--- config.mk ---
export PLATFORM = sky130hd
export DESIGN_NAME = imem_line_responder
export DESIGN_NICKNAME = d
export VERILOG_FILES = /design/src/rtl/imem_line_responder_pkg.sv /design/src/rtl/line_buf_ram.sv /design/src/rtl/imem_line_responder.sv
export SDC_FILE = /design/constraint.sdc
export NUM_CORES = 1
export LEC_CHECK = 0
export CORE_ASPECT_RATIO = 1.2
export CORE_MARGIN = 3
export CORE_UTILIZATION = 53
export DETAILED_ROUTE_END_ITERATION = 10
export PLACE_DENSITY = 0.86
export SLEW_MARGIN = 20
export SYNTH_ARGS = -nofsm -noshare
export SYNTH_HDL_FRONTEND = slang
export SYNTH_SLANG_ARGS = --single-unit
export TNS_END_PERCENT = 10
--- constraint.sdc ---
create_clock -name clk -period 2.89 [get_ports clk]
set_input_delay 0.578 -clock clk [delete_from_list [all_inputs] [get_ports clk]]
set_output_delay 0.578 -clock clk [all_outputs]
set_load 0.03 [all_outputs]
--- src/rtl/imem_line_responder_pkg.sv ---
// Shared definitions for the instruction-memory line responder.
// Holds the FSM state encoding and the default "not ready" instruction.
package imem_line_responder_pkg;

  // Binary-encoded controller states. The unused code 2'b11 recovers to idle.
  typedef enum logic [1:0] {
    ILR_IDLE  = 2'b00,
    ILR_FILL  = 2'b01,
    ILR_DRAIN = 2'b10
  } ilr_state_e;

  // MIPS NOP: sll $0,$0,0.
  localparam logic [31:0] MIPS_NOP = 32'h0000_0000;

endpackage

--- src/rtl/line_buf_ram.sv ---
// Line buffer storage: LINE_WORDS x 32-bit register array.
// Ports:
//   clk_i    clock
//   we_i     write enable, written on the rising edge
//   waddr_i  write word index
//   wdata_i  write data
//   raddr_i  combinational read word index
//   rdata_o  combinational read data
module line_buf_ram #(
  parameter int unsigned LINE_WORDS = 4,
  localparam int unsigned IdxW = $clog2(LINE_WORDS)
) (
  input  logic            clk_i,
  input  logic            we_i,
  input  logic [IdxW-1:0] waddr_i,
  input  logic [31:0]     wdata_i,
  input  logic [IdxW-1:0] raddr_i,
  output logic [31:0]     rdata_o
);

  // No reset: contents are only ever read under a valid line.
  logic [31:0] mem_q [LINE_WORDS];

  always_ff @(posedge clk_i) begin
    if (we_i) begin
      mem_q[waddr_i] <= wdata_i;
    end
  end

  assign rdata_o = mem_q[raddr_i];

endmodule

--- src/rtl/imem_line_responder.sv ---
// Instruction-fetch responder with a single line buffer.
// Hits are answered combinationally; a miss stalls the CPU (imem_ready=0)
// while the line is filled word by word from a req/ack backing memory.
// Ports:
//   clk, rst                   clock, synchronous active-high reset
//   imem_addr/imem_read        CPU fetch address and request
//   imem_databus/imem_ready    instruction and valid/stall_n to the CPU
//   flush                      invalidate the line buffer
//   mem_req/mem_addr           backing-memory read request and word address
//   mem_ack/mem_rdata          backing-memory data valid and data
//   miss_cnt                   saturating count of line fills started
module imem_line_responder
  import imem_line_responder_pkg::*;
#(
  parameter int unsigned LINE_WORDS = 4,
  parameter logic [31:0] MISS_INS   = MIPS_NOP,
  parameter int unsigned CNT_W      = 16
) (
  input  logic             clk,
  input  logic             rst,
  input  logic [31:0]      imem_addr,
  input  logic             imem_read,
  output logic [31:0]      imem_databus,
  output logic             imem_ready,
  input  logic             flush,
  output logic             mem_req,
  output logic [31:0]      mem_addr,
  input  logic             mem_ack,
  input  logic [31:0]      mem_rdata,
  output logic [CNT_W-1:0] miss_cnt
);

  localparam int unsigned IdxW = $clog2(LINE_WORDS);
  localparam int unsigned TagW = 30 - IdxW;
  localparam logic [IdxW-1:0] LastIdx = IdxW'(LINE_WORDS - 1);

  ilr_state_e       state_q, state_d;
  logic             valid_q, valid_d;
  logic [IdxW-1:0]  idx_q, idx_d;
  logic [TagW-1:0]  tag_q, tag_d;
  // Only the tag part of the line base is stored; the low bits are always zero.
  logic [TagW-1:0]  base_q, base_d;
  logic [CNT_W-1:0] miss_cnt_q, miss_cnt_d;

  logic [TagW-1:0]  addr_tag;
  logic [IdxW-1:0]  addr_word;
  logic             hit;
  logic             ack;
  logic             ram_we;
  logic [31:0]      ram_rdata;
  logic             unused_addr_bits;

  assign addr_tag         = imem_addr[31:2+IdxW];
  assign addr_word        = imem_addr[1+IdxW:2];
  assign unused_addr_bits = ^imem_addr[1:0];

  line_buf_ram #(
    .LINE_WORDS(LINE_WORDS)
  ) u_ram (
    .clk_i  (clk),
    .we_i   (ram_we),
    .waddr_i(idx_q),
    .wdata_i(mem_rdata),
    .raddr_i(addr_word),
    .rdata_o(ram_rdata)
  );

  // Outputs derived directly from state so reset drops mem_req on the next cycle.
  always_comb begin
    hit          = imem_read && valid_q && (addr_tag == tag_q) && (state_q == ILR_IDLE);
    mem_req      = (state_q == ILR_FILL) || (state_q == ILR_DRAIN);
    ack          = mem_req && mem_ack;
    imem_ready   = (state_q == ILR_IDLE) && (!imem_read || hit);
    imem_databus = hit ? ram_rdata : MISS_INS;
    mem_addr     = {base_q, idx_q, 2'b00};
    miss_cnt     = miss_cnt_q;
  end

  always_comb begin
    state_d    = state_q;
    valid_d    = valid_q;
    idx_d      = idx_q;
    tag_d      = tag_q;
    base_d     = base_q;
    miss_cnt_d = miss_cnt_q;
    ram_we     = 1'b0;
    case (state_q)
      ILR_IDLE: begin
        if (imem_read && !hit) begin
          base_d  = addr_tag;
          valid_d = 1'b0;
          idx_d   = '0;
          if (miss_cnt_q != {CNT_W{1'b1}}) begin
            miss_cnt_d = miss_cnt_q + CNT_W'(1);
          end
          state_d = ILR_FILL;
        end else if (flush) begin
          valid_d = 1'b0;
        end
      end
      ILR_FILL: begin
        if (ack) begin
          ram_we = 1'b1;
          idx_d  = idx_q + IdxW'(1);
        end
        if (flush) begin
          // Abandon the line; wait out the outstanding request unless it just completed.
          valid_d = 1'b0;
          state_d = ack ? ILR_IDLE : ILR_DRAIN;
        end else if (ack && (idx_q == LastIdx)) begin
          valid_d = 1'b1;
          tag_d   = base_q;
          state_d = ILR_IDLE;
        end
      end
      ILR_DRAIN: begin
        if (ack) begin
          state_d = ILR_IDLE;
        end
      end
      default: begin
        state_d = ILR_IDLE;
      end
    endcase
  end

  always_ff @(posedge clk) begin
    if (rst) begin
      state_q    <= ILR_IDLE;
      valid_q    <= 1'b0;
      idx_q      <= '0;
      tag_q      <= '0;
      base_q     <= '0;
      miss_cnt_q <= '0;
    end else begin
      state_q    <= state_d;
      valid_q    <= valid_d;
      idx_q      <= idx_d;
      tag_q      <= tag_d;
      base_q     <= base_d;
      miss_cnt_q <= miss_cnt_d;
    end
  end

endmodule

Yosys cells after proc, flatten, opt, wreduce, memory -nomap -nowiden. Memories as Yosys holds them, arrays and structs flattened. Cells that the tools add are included. Widths: inputs -> output; s select.

Flip-flop bits (word level): 77. Bits in latches: 0. Memory bits (writable): 128. ROM bits: 0. Input port bits: 69. Output and inout port bits: 82. Word-level logic and storage cells: 58. Memories kept: 1.

$add $sub $neg: 2. $mul: 0. Div/mod/pow operators: 0. Order comparisons: 0. Equal/unequal tests: 10. Shift operators: 0. Mux-type cells: 19. Bitwise operators: 1. Reductions and logical operators: 19.

Memory list: u_ram.mem_q (depth 4, bits a word 32, read ports 1, clocked after Yosys merged registers in 0, write ports 1, RTL line line_buf_ram.sv:22) `logic [31:0] mem_q [LINE_WORDS];`.

Operator list (count): $mux 32 (1); $eq 28x28->1 (1); $add 16x1->16 const B (1); $ne 16x16->1 const B (1); $reduce_and 3->1 (5); $mux 2 (7); $mux 1 (8); $logic_and 1x1->1 (7); $ne 3x2->1 const B (2); $pmux 2 s3 (1); $eq 2x2->1 const B (2); $ne 2x2->1 const B (2); $pmux 2 s2 (1); $add 2x1->2 const B (1); $eq 2x1->1 const B (1); $logic_not 1->1 (2); $logic_not 2->1 (1); $logic_or 1x1->1 (2); $ne 2x1->1 const B (1); $pmux 1 s2 (1); $reduce_and 2->1 (1); $reduce_bool 2->1 (1); $not 1->1 (1).

Longest topological paths before layout.
Word-level depth: 7. Depth in mapped cells: 11. Gate-level depth less buffers: 8.

By module. From an unflattened synthesis, not the netlist that was laid out.

Cells, all modules: 615. Area, all modules: 8481.9 µm².

By module, submodules not included: line_buf_ram (times used 1, cells an instance 171, area an instance 4689.5 µm², sequential area each 3843.7 µm²); imem_line_responder (times used 1, cells an instance 444, area an instance 3792.4 µm², sequential area each 1541.5 µm²).

Worst setup path after synthesis. No wires, ideal clock.

Path kind: input to output. Start: input port imem_addr[2]. End: output port imem_databus[11]. Arrival: 2.120 ns. Required time: 2.312 ns. Slack: 0.192 ns. Stages: 4. Buffers on the path: 2. Cells stage by stage: clkbuf_1 > clkbuf_1 > mux4_2 > nor2b_1.

Cells in the longest elaborated chain, start to end: 2.

Ends and longest elaborated chain: start, declared (RTL line imem_line_responder.sv:21) `input logic [31:0] imem_addr,`; $mem_v2 4x32; $mux 32 (RTL line imem_line_responder.sv:74) `imem_databus = hit ? ram_rdata : MISS_INS;`; end, declared (RTL line imem_line_responder.sv:23) `output logic [31:0] imem_databus,`.

Every way passes these cells.

Worst setup path in the final report.
Start: input port imem_addr[28]. End: output port imem_databus[14].

Cells in the longest elaborated chain, start to end: 4.

Ends and longest elaborated chain: $eq 28x28->1 (RTL line imem_line_responder.sv:70) `hit = imem_read && valid_q && (addr_tag == tag_q) && (state_q == ILR_IDLE);`; $logic_and 1x1->1 (2 in a row) (RTL line imem_line_responder.sv:70); $mux 32 (RTL line imem_line_responder.sv:74).

Every way passes these cells.

==> key figures <==
Timing
  – Relative slew margins: 0.570
  – Setup ws final: -0.0350 ns
  – Final hold vios: 0
  – Fin crit share: 1.01
  – Fmax: 0.342 GHz
  – RSZ-0062 raised after global routing: true
  – Slew @ Worst Pin: around 0.64 ns
  – Setup Viol. Count Final: 18
  – Post-Route Setup TNS: -0.200 ns
  – Slew Limit Fails: 0
  – Min Tclk post-route: between 2 and 3 ns
  – Layout Skew: 0.00521 ns

Critical path
  – Reg-to-Reg Start: tag_q[23]
  – CP arrival: 2.35 ns
  – Worst r2r dst: miss_cnt[10]
  – Crit. End Element: output port
  – CP Class: in2out
  – Reg2Reg Setup Slack: 0.36 ns
  – Required time of the critical path: around 2.3 ns
  – Startpoint types: input port
  – Maximum fanout along the worst path: 12
  – Worst R2R Path Depth: 7

Power
  – Clock share of power: 0.385
  – Int Power: ~5 mW
  – Logic gate share of total power: 0.106
  – Worst vdd ir: 560 uV
  – Leak: 4.09 nW
  – Share of power burned in registers: 0.509
  – Net Sw Frac: 0.222
  – Pwr Density: approximately 550 nW/um^2
  – Switching pwr: between 1 and 1.5 mW

Synth
  – Synthesized area: 8490 um^2
  – Synth Warn #: 0
  – Asr flop ratio synth: 0
  – Synth Register Bits: roughly 200
  – Synth unique cells: 50
  – Gate Count Post-Synth: 630
  – Top post-synthesis cells by area: edfxtp_1, dfxtp_1, mux4_2, mux2i_1, nor2b_1
  – Top-area cell type share of the netlist area: 0.453
  – Seq/Total Area, Yosys: 0.634
  – Syn Area/Cell: 13.5 um^2
  – Synth cell count leaders: edfxtp_1, dfxtp_1, nand2_1
  – EDFF count, synth: about 130
  – Ys flop type: edfxtp_1
  – Synth area leader: edfxtp_1
  – Count leader, synth: edfxtp_1

Clock tree
  – Inserted Clock Buffers: 20
  – Root buf cell: clkbuf_16
  – Clock slew at reported path FFs: around 0.060 ns
  – Clk buf depth: 3
  – TritonCTS Sinks: around 210
  – Hold_buf cts: 0
  – Clock tree from TritonCTS: built
  – CTS HTree Levels: 1
  – Clock Latency Late Sink: 0.48 ns

Die
  – CORE AREA: roughly 16000 um^2
  – Die ar.: between 15000 and 20000 um^2
  – # IOs: approximately 150
  – Die height: roughly 140 um
  – Die Wd: approximately 120 um
  – Site Rows: 50
  – Initial core utilization: 0.543

Global route
  – GRT Total Usage: 0.222
  – Vias in the first global route: approximately 6000
  – Initial antenna violation count: 0
  – First-pass GRT wire length: about 31000 um
  – Global route total overflow: 0
  – Largest net degree at the start of global routing: between 50 and 60

Routing
  – Via/cell ratio: around 5.6
  – DRC violations left: 0
  – Detail Route Antenna Nets: 0
  – DRT iter0 DRCs: 553
  – Wire per inst: around 20 um
  – Vias post-DR: roughly 5800
  – Routed Wire Length: approximately 20000 um
  – Drt first pass iters: 4

Min path
  – Hold Path Depth: 3
  – Hold Crit Class: in2reg
  – WHS Endpoint: base_q[2]
  – Min-delay src: imem_addr[6]

Run status
  – Violated checks: negative setup slack
  – Outcome: complete, but fails checks

Final layout
  – Fin nets: roughly 900
  – Layout cells sized above 1: 0.247
  – Final core occ: 0.731
  – FILL cells: between 900 and 1000
  – N_diodes: 0
  – Area growth, synth to finish: 34.7%
  – Reg area: approximately 5400 um^2
  – Multi-input gate area: ~3200 um^2

Placement
  – DP Worst Slack: -0.391 ns
  – HPWL Detailed: between 10000 and 15000 um
  – Port buffer count: 146
  – GPL Wtd Cong: about 0.9

Job
  – Max Cap Viol: 0
## kinds of logic after synthesis
family,share of synthesized area
AOI/OAI and AO/OA,0.0407
xor gates and xnor gates,0.0309
adders and majority gates,0.0118
buffers and inverters,0.0255
DFF,0.634
muxes,0.128
other,0.000442
and+or+nand+nor,0.128
## through the flow
| step | power, mW | hold slack, ns | std cells | instance area, um^2 |
|---|---|---|---|---|
| 6_report | 6.31 | 0.410 | 1031 | 11400 |
| 5_1_grt | 6.54 | 0.404 | 1031 | 11400 |
| 4_1_cts | 6.35 | 0.471 | 1027 | 11200 |
| 3_5_place_dp | 3.91 | 0.462 | 987 | 10300 |
| 3_3_place_gp | 3.88 | 0.453 | 987 | 10300 |
| 2_1_floorplan | 3.62 | 0.448 | 631 | 8500 |
## timing repair
item / in CTS / in global routing
hold endpoints to repair: 0 / 0
pin swaps: 17 / 14
gates resized for setup: 62 / 68
buffers inserted: 3 / 3
endpoints found under the setup margin: 33 / 33
cloned: 2 / 1
## final cells by class
type,instances,share of cell area
multi-input cells,385,0.284
clock inverters,11,0.00656
clock buffers,24,0.0469
repair buffers,191,0.167
well taps,208,0.0228
inverters,7,0.00230
flip-flops and latches,205,0.471
## how the worst max path moves through the flow
stage / to / start / slack (ns) / cells after the start
global route: imem_databus[14] / imem_addr[16] / -0.11 / 9
global placement: miss_cnt[12] / imem_addr[7] / -0.37 / 8
detailed placement: imem_databus[1] / imem_addr[29] / -0.39 / 8
floorplan: imem_databus[11] / imem_addr[2] / 0.19 / 4
finish: imem_databus[14] / imem_addr[28] / -0.04 / 10
CTS: imem_databus[27] / imem_addr[30] / -0.003 / 9
## flip-flops by register name (all words and copies together) (netlist names)
signal       cells
idx_q            2
miss_cnt        16
tag_q           28
valid_q          1
u_ram.mem_q    128
base_q          28
state_q          2
## power by group through the flow
stage | sequential, mW | combinational, mW | clock, mW
finish | 3.21 | 0.670 | 2.43
global route | 3.21 | 0.712 | 2.62
CTS | 3.21 | 0.652 | 2.49
detailed placement | 3.27 | 0.637 | 0
global placement | 3.26 | 0.616 | 0
floorplan | 3.33 | 0.292 | 0
## routing by layer
metal / track usage / routed length, um / vias up
li1: - / - / 2671
met3: 0.0490 / 1620 / 42
met5: 0 / 0 / -
met1: 0.269 / 7590 / 2810
met2: 0.401 / 10600 / 259
met4: 0.0631 / 499 / 0
## worst max-delay path: stages
cell and delay [ns]:
clkdlybuf4s50_1 0.52, xnor2_1 0.14, buf_4 0.15, nand4_1 0.07
nor2_1 0.12, nand4_1 0.12, buf_6 0.19, buf_12 0.17
nor2b_4 0.15, buf_6 0.14
## placed cells by master, fill, tap and decap left out, types with 3 or more instances in the layout
| cell | instances |
|---|---|
| a21oi_1 | 41 |
| clkbuf_2 | 4 |
| xnor2_2 | 15 |
| clkdlybuf4s50_1 | 94 |
| buf_12 | 8 |
| edfxtp_1 | 128 |
| or3_1 | 3 |
| or4_1 | 5 |
| nand3_1 | 8 |
| ha_1 | 7 |
| buf_6 | 25 |
| xor2_1 | 4 |
| mux2_1 | 6 |
| xnor2_1 | 8 |
| nor2b_2 | 5 |
| nor4_1 | 3 |
| dfxtp_1 | 72 |
| clkdlybuf4s15_1 | 3 |
| nor3b_1 | 3 |
| nor2_1 | 45 |
| mux4_2 | 32 |
| nand2b_1 | 3 |
| and3_2 | 4 |
| o31ai_1 | 4 |
| nor3_1 | 4 |
| clkbuf_1 | 3 |
| clkbuf_16 | 22 |
| nor2b_4 | 20 |
| dfxtp_2 | 5 |
| o21ai_0 | 3 |
| nand4_1 | 17 |
| buf_4 | 43 |
| dlygate4sd2_1 | 10 |
| clkinv_1 | 6 |
| inv_1 | 7 |
| nand2_1 | 66 |
| nor2b_1 | 18 |
| mux2i_1 | 28 |
Note: power is estimated with default switching activity, not from simulation.
